**src/rtl/isa_pkg.sv**
```systemverilog
// Shared ISA definitions for the instruction-fetch path: widths, opcode field,
// opcode constants and the fetch state encoding.
package isa_pkg;

  localparam int unsigned ADDR_W  = 4;
  localparam int unsigned INSTR_W = 16;
  localparam int unsigned OP_HI   = 15;
  localparam int unsigned OP_LO   = 13;

  typedef enum logic [2:0] {
    OpAdd  = 3'b000,
    OpSub  = 3'b001,
    OpLoad = 3'b010,
    OpHalt = 3'b111
  } opcode_e;

  typedef enum logic {
    StFetch,
    StHalted
  } fetch_state_e;

  typedef struct packed {
    logic [ADDR_W-1:0]  pc;
    logic [INSTR_W-1:0] instr;
  } fetch_entry_t;

  function automatic logic [2:0] get_opcode(input logic [INSTR_W-1:0] instr);
    return instr[OP_HI:OP_LO];
  endfunction

endpackage

```
**src/rtl/fetch_controller_if.sv**
```systemverilog
// Bus bundle between the fetch controller, instruction memory, redirect source
// and the decode stage.
interface fetch_controller_if
  import isa_pkg::*;
();

  logic [ADDR_W-1:0]  imem_addr;
  logic [INSTR_W-1:0] imem_instr;
  logic               redirect_valid;
  logic [ADDR_W-1:0]  redirect_pc;
  logic               out_valid;
  logic               out_ready;
  logic [INSTR_W-1:0] out_instr;
  logic [ADDR_W-1:0]  out_pc;

  modport master (
    output imem_addr,
    input  imem_instr,
    input  redirect_valid,
    input  redirect_pc,
    output out_valid,
    input  out_ready,
    output out_instr,
    output out_pc
  );

  modport slave (
    input  imem_addr,
    output imem_instr,
    output redirect_valid,
    output redirect_pc,
    input  out_valid,
    output out_ready,
    input  out_instr,
    input  out_pc
  );

endinterface

```
**src/rtl/fetch_queue.sv**
```systemverilog
// Two-entry shifting FIFO of {pc, instr}; slot0 is always the head, so the head
// output holds its last value once the queue drains.
module fetch_queue
  import isa_pkg::*;
(
  input  logic         clk,
  input  logic         reset,
  input  logic         push_i,
  input  logic         pop_i,
  input  logic         flush_i,
  input  fetch_entry_t push_entry_i,
  output logic [1:0]   count_o,
  output logic         full_o,
  output logic         empty_o,
  output fetch_entry_t head_o
);

  fetch_entry_t slot0_q, slot0_d;
  fetch_entry_t slot1_q, slot1_d;
  logic [1:0]   count_q, count_d;

  always_comb begin
    slot0_d = slot0_q;
    slot1_d = slot1_q;
    count_d = count_q;
    if (flush_i) begin
      count_d = 2'd0;
    end else begin
      case ({push_i, pop_i})
        2'b11: begin
          if (count_q == 2'd2) begin
            slot0_d = slot1_q;
            slot1_d = push_entry_i;
          end else begin
            slot0_d = push_entry_i;
          end
        end
        2'b10: begin
          if (count_q == 2'd0) begin
            slot0_d = push_entry_i;
          end else begin
            slot1_d = push_entry_i;
          end
          count_d = count_q + 2'd1;
        end
        2'b01: begin
          if (count_q == 2'd2) begin
            slot0_d = slot1_q;
          end
          count_d = count_q - 2'd1;
        end
        default: ;
      endcase
    end
  end

  always_ff @(posedge clk or posedge reset) begin
    if (reset) begin
      slot0_q <= '0;
      slot1_q <= '0;
      count_q <= 2'd0;
    end else begin
      slot0_q <= slot0_d;
      slot1_q <= slot1_d;
      count_q <= count_d;
    end
  end

  assign count_o = count_q;
  assign full_o  = (count_q == 2'd2);
  assign empty_o = (count_q == 2'd0);
  assign head_o  = slot0_q;

endmodule

```
**src/rtl/fetch_controller.sv**
```systemverilog
// Instruction-fetch sequencer: owns the PC, drives the instruction memory address,
// buffers fetched words for decode and handles redirects and HALT.
module fetch_controller
  import isa_pkg::*;
#(
  parameter logic [ADDR_W-1:0] RESET_PC = '0,
  parameter logic [2:0]        HALT_OP  = OpHalt
) (
  input  logic                      clk,
  input  logic                      reset,
  fetch_controller_if.master        bus,
  output logic                      halted
);

  logic [ADDR_W-1:0] pc_q, pc_d;
  fetch_state_e      state_q, state_d;

  logic         q_push, q_pop, q_full, q_empty;
  logic [1:0]   q_count;
  fetch_entry_t q_head, q_push_entry;
  logic         is_halt;

  // Redirect suppresses pop so a head presented in that cycle is dropped, not consumed.
  assign q_pop        = !q_empty && bus.out_ready && !bus.redirect_valid;
  assign q_push       = (state_q == StFetch) && !bus.redirect_valid && (!q_full || q_pop);
  assign q_push_entry = '{pc: pc_q, instr: bus.imem_instr};
  assign is_halt      = (get_opcode(bus.imem_instr) == HALT_OP);

  always_comb begin
    pc_d    = pc_q;
    state_d = state_q;
    if (bus.redirect_valid) begin
      pc_d    = bus.redirect_pc;
      state_d = StFetch;
    end else if (q_push) begin
      if (is_halt) begin
        state_d = StHalted;
      end else begin
        pc_d = pc_q + {{(ADDR_W-1){1'b0}}, 1'b1};
      end
    end
  end

  always_ff @(posedge clk or posedge reset) begin
    if (reset) begin
      pc_q    <= RESET_PC;
      state_q <= StFetch;
    end else begin
      pc_q    <= pc_d;
      state_q <= state_d;
    end
  end

  fetch_queue u_fetch_queue (
    .clk          (clk),
    .reset        (reset),
    .push_i       (q_push),
    .pop_i        (q_pop),
    .flush_i      (bus.redirect_valid),
    .push_entry_i (q_push_entry),
    .count_o      (q_count),
    .full_o       (q_full),
    .empty_o      (q_empty),
    .head_o       (q_head)
  );

  assign bus.imem_addr = pc_q;
  assign bus.out_valid = !q_empty;
  assign bus.out_instr = q_head.instr;
  assign bus.out_pc    = q_head.pc;
  assign halted        = (state_q == StHalted);

  logic unused_count;
  assign unused_count = ^q_count;

endmodule

```
**src/flat_wrapper.sv**
```systemverilog
// flat-port wrapper written by rule: the top's interface ports become plain ports
module fetch_controller_flat import isa_pkg::*;
#(
  parameter logic [ADDR_W-1:0] RESET_PC = '0,
  parameter logic [2:0]        HALT_OP  = OpHalt
)
  (clk, reset, halted, bus_imem_addr, bus_imem_instr, bus_redirect_valid, bus_redirect_pc, bus_out_valid, bus_out_ready, bus_out_instr, bus_out_pc);
  fetch_controller_if bus_i ();
  input  logic clk;
  input  logic reset;
  output logic halted;
  output wire logic [$bits(bus_i.imem_addr)-1:0] bus_imem_addr;
  input wire logic [$bits(bus_i.imem_instr)-1:0] bus_imem_instr;
  input wire logic [$bits(bus_i.redirect_valid)-1:0] bus_redirect_valid;
  input wire logic [$bits(bus_i.redirect_pc)-1:0] bus_redirect_pc;
  output wire logic [$bits(bus_i.out_valid)-1:0] bus_out_valid;
  input wire logic [$bits(bus_i.out_ready)-1:0] bus_out_ready;
  output wire logic [$bits(bus_i.out_instr)-1:0] bus_out_instr;
  output wire logic [$bits(bus_i.out_pc)-1:0] bus_out_pc;
  assign bus_imem_addr = bus_i.imem_addr;
  assign bus_i.imem_instr = bus_imem_instr;
  assign bus_i.redirect_valid = bus_redirect_valid;
  assign bus_i.redirect_pc = bus_redirect_pc;
  assign bus_out_valid = bus_i.out_valid;
  assign bus_i.out_ready = bus_out_ready;
  assign bus_out_instr = bus_i.out_instr;
  assign bus_out_pc = bus_i.out_pc;
  fetch_controller #(.RESET_PC(RESET_PC), .HALT_OP(HALT_OP)) u_core (.clk(clk), .reset(reset), .bus(bus_i), .halted(halted));
endmodule
```
**config.mk**
```make
export PLATFORM = sky130hd
export DESIGN_NAME = fetch_controller_flat
export DESIGN_NICKNAME = d
export VERILOG_FILES = /design/src/rtl/isa_pkg.sv /design/src/rtl/fetch_controller_if.sv /design/src/rtl/fetch_queue.sv /design/src/rtl/fetch_controller.sv /design/src/flat_wrapper.sv
export SDC_FILE = /design/constraint.sdc
export NUM_CORES = 1
export LEC_CHECK = 0
export ABC_CLOCK_PERIOD_IN_PS = 2700
export BUFFER_PORTS_ARGS = -buffer_cell sky130_fd_sc_hd__buf_4
export CAP_MARGIN = 0
export CORE_MARGIN = 2
export CORE_UTILIZATION = 40
export DETAILED_ROUTE_END_ITERATION = 16
export SETUP_SLACK_MARGIN = 0.2
export SLEW_MARGIN = 5
export SYNTH_ARGS = -nofsm -noshare
export SYNTH_HDL_FRONTEND = slang
export SYNTH_HIERARCHICAL = 1
export SYNTH_SLANG_ARGS = --single-unit
```
**constraint.sdc**
```tcl
create_clock -name clk -period 2.7 [get_ports clk]
set_input_delay 0.135 -clock clk [delete_from_list [all_inputs] [get_ports clk]]
set_output_delay 0.135 -clock clk [all_outputs]
set_load 0.02 [all_outputs]
```
* Word level (Yosys, flattened, before mapping)
Cells that the tools add are included.
Operators by class: $add $sub $neg 3, equal/unequal tests 10, multiplexer cells 15, bitwise gates (word level) 2, reduce and logical (&&, ||, !) cells 18
Operators with widths (count):
- two-way mux 20 bit | 5
- one-hot mux 20 bit (3 select lines) | 1
- one-hot mux 20 bit (2 select lines) | 1
- two-way mux 4 bit | 3
- AND reduction 4 bit | 2
- == test 2 bit, second input constant | 3
- != test 2 x 1 -> 1 bit, second input constant | 3
- nonzero test 2 bit | 3
- nonzero test 3 bit | 2
- adder 4 x 1 -> 4 bit, second input constant | 1
- logical AND 1 bit | 4
- != test 2 bit, second input constant | 2
- one-hot mux 2 bit (2 select lines) | 1
- AND reduction 2 bit | 2
- == test 3 bit, second input constant | 1
- logical NOT 1 bit | 3
- two-way mux 1 bit | 3
- adder 2 x 1 -> 2 bit, second input constant | 1
- == test 2 x 1 -> 1 bit, second input constant | 1
- logical NOT 2 bit | 1
- two-way mux 2 bit | 1
- NOT 1 bit | 2
- subtractor 2 x 1 -> 2 bit, second input constant | 1
- logical OR 1 bit | 1
Storage, ports and cells: bits in registers 47, input port bits 24, word-level logic and storage cells 55

* Depth between registers and ports, before layout
word-level depth 9, depth in mapped cells 10, mapped depth without buffers 8

* Modules after synthesis
Netlist, hierarchy kept.
Modules (own cells, without submodules):
- fetch_queue | times used 1, cells an instance 212, area each 2483.6 um^2
- fetch_controller | times used 1, cells an instance 32, area each 357.8 um^2

* Least setup slack after synthesis
No wires, ideal clock.
path type register to register, from reg u_core.u_fetch_queue.count_q[0] (netlist: u_core/u_fetch_queue/count_o[0]), to reg u_core.u_fetch_queue.slot0_q, in the netlist u_core/u_fetch_queue/head_o[10], setup time 0.092 ns, arrival time 2.815 ns, path slack -0.207 ns, stages on the path, launching flop included 11, buffers on the path 2, cell sequence dfrtp_1 > nand2b_1 > clkbuf_1 > inv_2 > a211oi_1 > inv_1 > ha_1 > or4_4 > o21a_1 > buf_6 > o31ai_2
RTL lines:
- start: declaration | line fetch_queue.sv:20 | logic [1:0] count_q, count_d;
- start signal: assignment | line fetch_queue.sv:65 | count_q <= count_d;
- == test 2 bit (*) | line fetch_queue.sv:70 | assign full_o = (count_q == 2'd2);
- via u_core.q_full | line fetch_controller.sv:18 | logic q_push, q_pop, q_full, q_empty;
- logical NOT 1 bit (*) | line fetch_controller.sv:25 | assign q_push = (state_q == StFetch) && !bus.redirect_valid && (!q_full || q_pop);
- logical OR 1 bit (*) | line fetch_controller.sv:25
- logical AND 1 bit (*) | line fetch_controller.sv:25
- via u_core.q_push | line fetch_controller.sv:18
- == test 2 bit / == test 2 x 1 -> 1 bit (equally long branches) | line fetch_queue.sv:29 | case ({push_i, pop_i})
- != test 2 x 1 -> 1 bit (no source line) / nonzero test 3 bit (equally long branches)
- AND reduction 4 bit (no source line)
- end signal: assignment | line fetch_queue.sv:63 | slot0_q <= slot0_d;
- end: declaration | line fetch_queue.sv:18 | fetch_entry_t slot0_q, slot0_d;
The timed path passes the listed nets; every way through them passes the cells marked *. A chain may end at the register's enable or synchronous reset.

* Worst setup path after layout
from reg u_core.u_fetch_queue.count_q[1] (netlist: u_core/u_fetch_queue/count_o[1]), to reg u_core/u_fetch_queue/slot1_q[0] (netlist name)
RTL lines:
- == test 2 bit (*) | line fetch_queue.sv:70
- via u_core.q_full | line fetch_controller.sv:18
- logical NOT 1 bit (*) | line fetch_controller.sv:25
- logical OR 1 bit (*) | line fetch_controller.sv:25
- logical AND 1 bit (*) | line fetch_controller.sv:25
- via u_core.q_push | line fetch_controller.sv:18
- == test 2 bit | line fetch_queue.sv:29
- != test 2 x 1 -> 1 bit (no source line) (tied with other cells)
- AND reduction 4 bit (no source line)
- end signal: assignment | line fetch_queue.sv:64 | slot1_q <= slot1_d;
- end: declaration | line fetch_queue.sv:19 | fetch_entry_t slot1_q, slot1_d;
Marked as above.

==> report_table.html <==
<table>
<tr><th>Metric</th><th>Value</th></tr>
<tr><th colspan="2">Yosys</th></tr>
<tr><td>Mapped Cells</td><td>244</td></tr>
<tr><td>EDFF count, synth</td><td>0</td></tr>
<tr><td>Synth top area share</td><td>41.4%</td></tr>
<tr><td>Synth Warn #</td><td>6</td></tr>
<tr><td>Average footprint of a synthesized cell</td><td>11.6 um2</td></tr>
<tr><td>Netlist area before placement</td><td>2840 um2</td></tr>
<tr><td>Top post-synthesis cells by area</td><td>dfrtp_1, o31ai_2, mux2_1, a221oi_1, and3b_1</td></tr>
<tr><td>Post-Syn Nets</td><td>274</td></tr>
<tr><td>Sequential cell area fraction in the yosys report</td><td>41.4%</td></tr>
<tr><td>Leading register cell type out of synthesis</td><td>dfrtp_1</td></tr>
<tr><td>Top post-synthesis cells by count</td><td>dfrtp_1, a211oi_1</td></tr>
<tr><td>Distinct cells, synth</td><td>38</td></tr>
<tr><td>Flip-flop and latch count after synthesis</td><td>47</td></tr>
<tr><td>Most repeated cell in the gate-level netlist after synthesis</td><td>dfrtp_1</td></tr>
<tr><td>Area leader, netlist</td><td>dfrtp_1</td></tr>
<tr><td>Share of async-settable or async-resettable flops after synthesis</td><td>100%</td></tr>
<tr><th colspan="2">Worst setup path</th></tr>
<tr><td>Worst path buffer plus inverter count</td><td>4</td></tr>
<tr><td>R2R Path Start</td><td>u_core/u_fetch_queue/count_o[1]</td></tr>
<tr><td>Capture point of the worst path</td><td>u_core/u_fetch_queue/slot1_q[0]</td></tr>
<tr><td>Worst path slowest cell</td><td>dfrtp_1</td></tr>
<tr><td>Worst Setup Path Type</td><td>flip-flop to flip-flop</td></tr>
<tr><td>Required time of the critical path</td><td>2.88 ns</td></tr>
<tr><td>Critical Path End Type</td><td>flip-flop</td></tr>
<tr><td>Setup crit start</td><td>u_core/u_fetch_queue/count_o[1]</td></tr>
<tr><td>Biggest cell delay along the critical path</td><td>0.39 ns</td></tr>
<tr><td>Slack of the worst reg-to-reg path</td><td>0.30 ns</td></tr>
<tr><td>Endpoint arrival time on the critical path</td><td>2.58 ns</td></tr>
<tr><td>Most used cell along the critical path</td><td>buf_4</td></tr>
<tr><td>Crit-path max FO</td><td>14</td></tr>
<tr><td>Crit-path cells</td><td>buf_4, nand2b_4, inv_4, a211oi_4, buf_4, ha_1, nor2_1, a2111oi_4, buf_6, mux2_1</td></tr>
<tr><td>Depth of the most critical reg-to-reg path</td><td>10</td></tr>
<tr><td>Worst flop-to-flop path endpoint</td><td>u_core/u_fetch_queue/slot1_q[0]</td></tr>
<tr><td>Logic depth of the worst setup path including buffers</td><td>10</td></tr>
<tr><td>Cell type group with the largest total delay on the critical path</td><td>buffers and inverters</td></tr>
<tr><td>Startpoint type of the worst setup path</td><td>flip-flop</td></tr>
<tr><th colspan="2">Drt</th></tr>
<tr><td>Overall routed net length</td><td>6920 um</td></tr>
<tr><td>Routed wire per std cell</td><td>17.7 um</td></tr>
<tr><td>Number of DRC markers in iteration 0</td><td>83</td></tr>
<tr><td>Post-detailed-route DRC marker count</td><td>0</td></tr>
<tr><td>Via Count</td><td>2238</td></tr>
<tr><td>Pre-Repair DR Iteration Count</td><td>4</td></tr>
<tr><td>Antenna-violating nets left</td><td>0</td></tr>
<tr><td>Average via count per standard cell</td><td>5.74</td></tr>
<tr><th colspan="2">STA</th></tr>
<tr><td>Slew Limit Headroom</td><td>45.9%</td></tr>
<tr><td>Total count of hold-check failures in the final report</td><td>0</td></tr>
<tr><td>Clock Skews</td><td>0.0126 ns</td></tr>
<tr><td>RSZ-0062 raised after global routing</td><td>true</td></tr>
<tr><td>Min Tclk post-route</td><td>2.40 ns</td></tr>
<tr><td>Least-Margin Pin Slew</td><td>0.811 ns</td></tr>
<tr><td>Number of failing setup endpoints in the final timing report</td><td>0</td></tr>
<tr><td>Final period util</td><td>88.9%</td></tr>
<tr><td>Maximum frequency from static timing analysis</td><td>416 MHz</td></tr>
<tr><td>Final worst setup slack</td><td>0.299 ns</td></tr>
<tr><td>Fin Setup TNS</td><td>0 ns</td></tr>
<tr><td>Max-slew violation count</td><td>0</td></tr>
<tr><th colspan="2">Power and ir drop</th></tr>
<tr><td>Highest ir drop seen on vdd</td><td>0.356 mV</td></tr>
<tr><td>Reported leakage power</td><td>1.55 nW</td></tr>
<tr><td>Cell Pwr Density</td><td>944 nW/um2</td></tr>
<tr><td>Overall power of the completed layout</td><td>3.34 mW</td></tr>
<tr><th colspan="2">Clock network</th></tr>
<tr><td>CTS sink cnt</td><td>47</td></tr>
<tr><td>Number of buffers created by CTS</td><td>5</td></tr>
<tr><td>Number of buffers on the longest clock path</td><td>2</td></tr>
<tr><td>Depth of the CTS H-tree</td><td>2</td></tr>
<tr><td>CTS tree</td><td>built</td></tr>
<tr><td>Clock-pin slew reported for the worst setup and hold paths after clock tree synthesis</td><td>0.08 ns</td></tr>
<tr><td>Library cell used as clock root buffer</td><td>clkbuf_8</td></tr>
<tr><td>Clock Latency Late Sink</td><td>0.30 ns</td></tr>
<tr><th colspan="2">Global route</th></tr>
<tr><td>Vias in the first global route</td><td>2235</td></tr>
<tr><td>Global-route layer with the greatest usage</td><td>met2</td></tr>
<tr><td>Aggregate global-route resource usage</td><td>18.8%</td></tr>
<tr><td>Met3 layer usage reported by global route</td><td>2.43%</td></tr>
<tr><td>Met1 demand-to-capacity share in global routing</td><td>25.0%</td></tr>
<tr><td>Initial antenna violation count</td><td>0</td></tr>
<tr><td>Met2 track demand over resource</td><td>31.4%</td></tr>
<tr><td>Grt ovf</td><td>0</td></tr>
<tr><td>Pin count of the biggest net entering global routing</td><td>43</td></tr>
<tr><td>First-pass GRT wire length</td><td>11300 um</td></tr>
<tr><th colspan="2">Final layout</th></tr>
<tr><td>Number of nets in the final layout</td><td>323</td></tr>
<tr><td>Diodes inserted</td><td>0</td></tr>
<tr><td>Fraction of final layout cells sized beyond drive strength 1</td><td>37.8%</td></tr>
<tr><td>Fin util</td><td>51.8%</td></tr>
<tr><td>Final std cells w/o fill</td><td>390</td></tr>
<tr><td>Syn-to-layout area delta</td><td>24.7%</td></tr>
<tr><th colspan="2">Floorplan</th></tr>
<tr><td>Count of pins on the block boundary</td><td>50</td></tr>
<tr><td>Die ar.</td><td>7790 um2</td></tr>
<tr><td>Floorplan row count</td><td>30</td></tr>
<tr><td>Die boundary height</td><td>88.3 um</td></tr>
<tr><td>Starting utilization of the core area</td><td>41.6%</td></tr>
<tr><td>Total core area</td><td>6830 um2</td></tr>
<tr><td>Width of the die</td><td>88.3 um</td></tr>
<tr><th colspan="2">Place</th></tr>
<tr><td>Port Buffers</td><td>49</td></tr>
<tr><td>Half-perimeter wire length after detailed placement</td><td>4470 um</td></tr>
<tr><td>Dpl cells</td><td>377</td></tr>
<tr><td>Setup Slack @ Placement</td><td>0.0517 ns</td></tr>
<tr><td>Global placement routability congestion</td><td>0.775</td></tr>
<tr><th colspan="2">Outcome</th></tr>
<tr><td>Outcome</td><td>completed</td></tr>
<tr><th colspan="2">Min path</th></tr>
<tr><td>Path class of the lowest-slack min-delay path</td><td>primary input to flip-flop</td></tr>
<tr><th colspan="2">Job</th></tr>
<tr><td>Max-Cap Viols</td><td>0</td></tr>
</table>
==> timing repair <==
action                                 in CTS  in global routing
endpoints found under the hold margin       5                  0
cloned                                      0                  0
setup endpoints to repair                  16                 30
hold buffers                                1                  0
buffers inserted                            2                  2
pin swaps                                   1                  0
resized for setup                           1                  5
==> report_power, final <==
group | internal, mW | switching [mW]
registers | 1.02 | 0.229
logic | 0.731 | 0.825
clock network | 0.300 | 0.234
==> worst min-delay path: stages <==
cell and delay (ns):
buf_4 0.08, nand2_1 0.04, o21ai_0 0.06
==> cell families after synthesis <==
kind of cell	after synthesis	share of synthesized area, %
XOR/XNOR	3	0.925
flip-flops	47	41.4
multiplexers	23	9.38
AO/OA/AOI/OAI	92	29.8
adder cells (fa/ha/maj)	6	2.64
AND/OR/NAND/NOR	40	10.7
buffers and inverters	33	5.15
==> layout make-up <==
type | instances | area [um2]
well taps | 96 | 120
flip-flops and latches | 47 | 1180
repair buffers | 67 | 522
clock inverters | 2 | 35.0
fillers | 665 | 3290
inverters | 8 | 32.5
clock buffers | 6 | 82.6
multi-input cells | 164 | 1570
==> metal layers <==
layer  wire length (um)  vias to the layer above
li1                   -                     1063
met1               3140                     1122
met2               3480                       46
met3                225                        7
met4                 72                        0
met5                  0                        -
==> state kept, by name, summed over array words and instances (netlist names) <==
signal,count
u_core/u_fetch_queue/head_o,20
u_core/halted,1
u_core/bus.imem_addr,4
u_core/u_fetch_queue/slot1_q,20
u_core/u_fetch_queue/count_o,2
==> stage by stage <==
stage | hold slack (ns) | instance area, um2
after floorplan | -0.0865 | 2880
after global placement | 0.0547 | 3360
after detailed placement | 0.0584 | 3360
after CTS | 0.0373 | 3500
after global routing | 0.0553 | 3540
final | 0.0510 | 3540
==> how the worst min path moves through the flow <==
stage / from / end / slack, ns / cells past startpoint
after floorplan: reset / u_core/bus.imem_addr[0] / -0.09 / 1
after global placement: reset / u_core/bus.imem_addr[1] / 0.05 / 2
after detailed placement: reset / u_core/bus.imem_addr[1] / 0.06 / 2
after CTS: bus_redirect_pc[0] / u_core/bus.imem_addr[0] / 0.04 / 3
after global routing: bus_imem_instr[10] / u_core/u_fetch_queue/slot1_q[10] / 0.06 / 2
final: bus_redirect_pc[0] / u_core/bus.imem_addr[0] / 0.05 / 3
==> cell usage in the layout (no fill, tap or decap), types with 2 or more instances in the layout <==
cell,n
buf_4,64
dfrtp_1,47
and3b_1,20
a211oi_1,20
a221oi_1,20
o211ai_1,20
o31ai_2,20
mux2_1,20
clkbuf_8,6
inv_1,6
nor2_1,5
ha_1,5
nand3_1,2
nand2b_4,2
a211oi_4,2
nand2b_1,2
xnor2_1,2
nand2_1,2
o21ai_0,2
mux2_4,2
a2111oi_4,2
a21oi_1,2
Power figures use the tool's default switching activity.
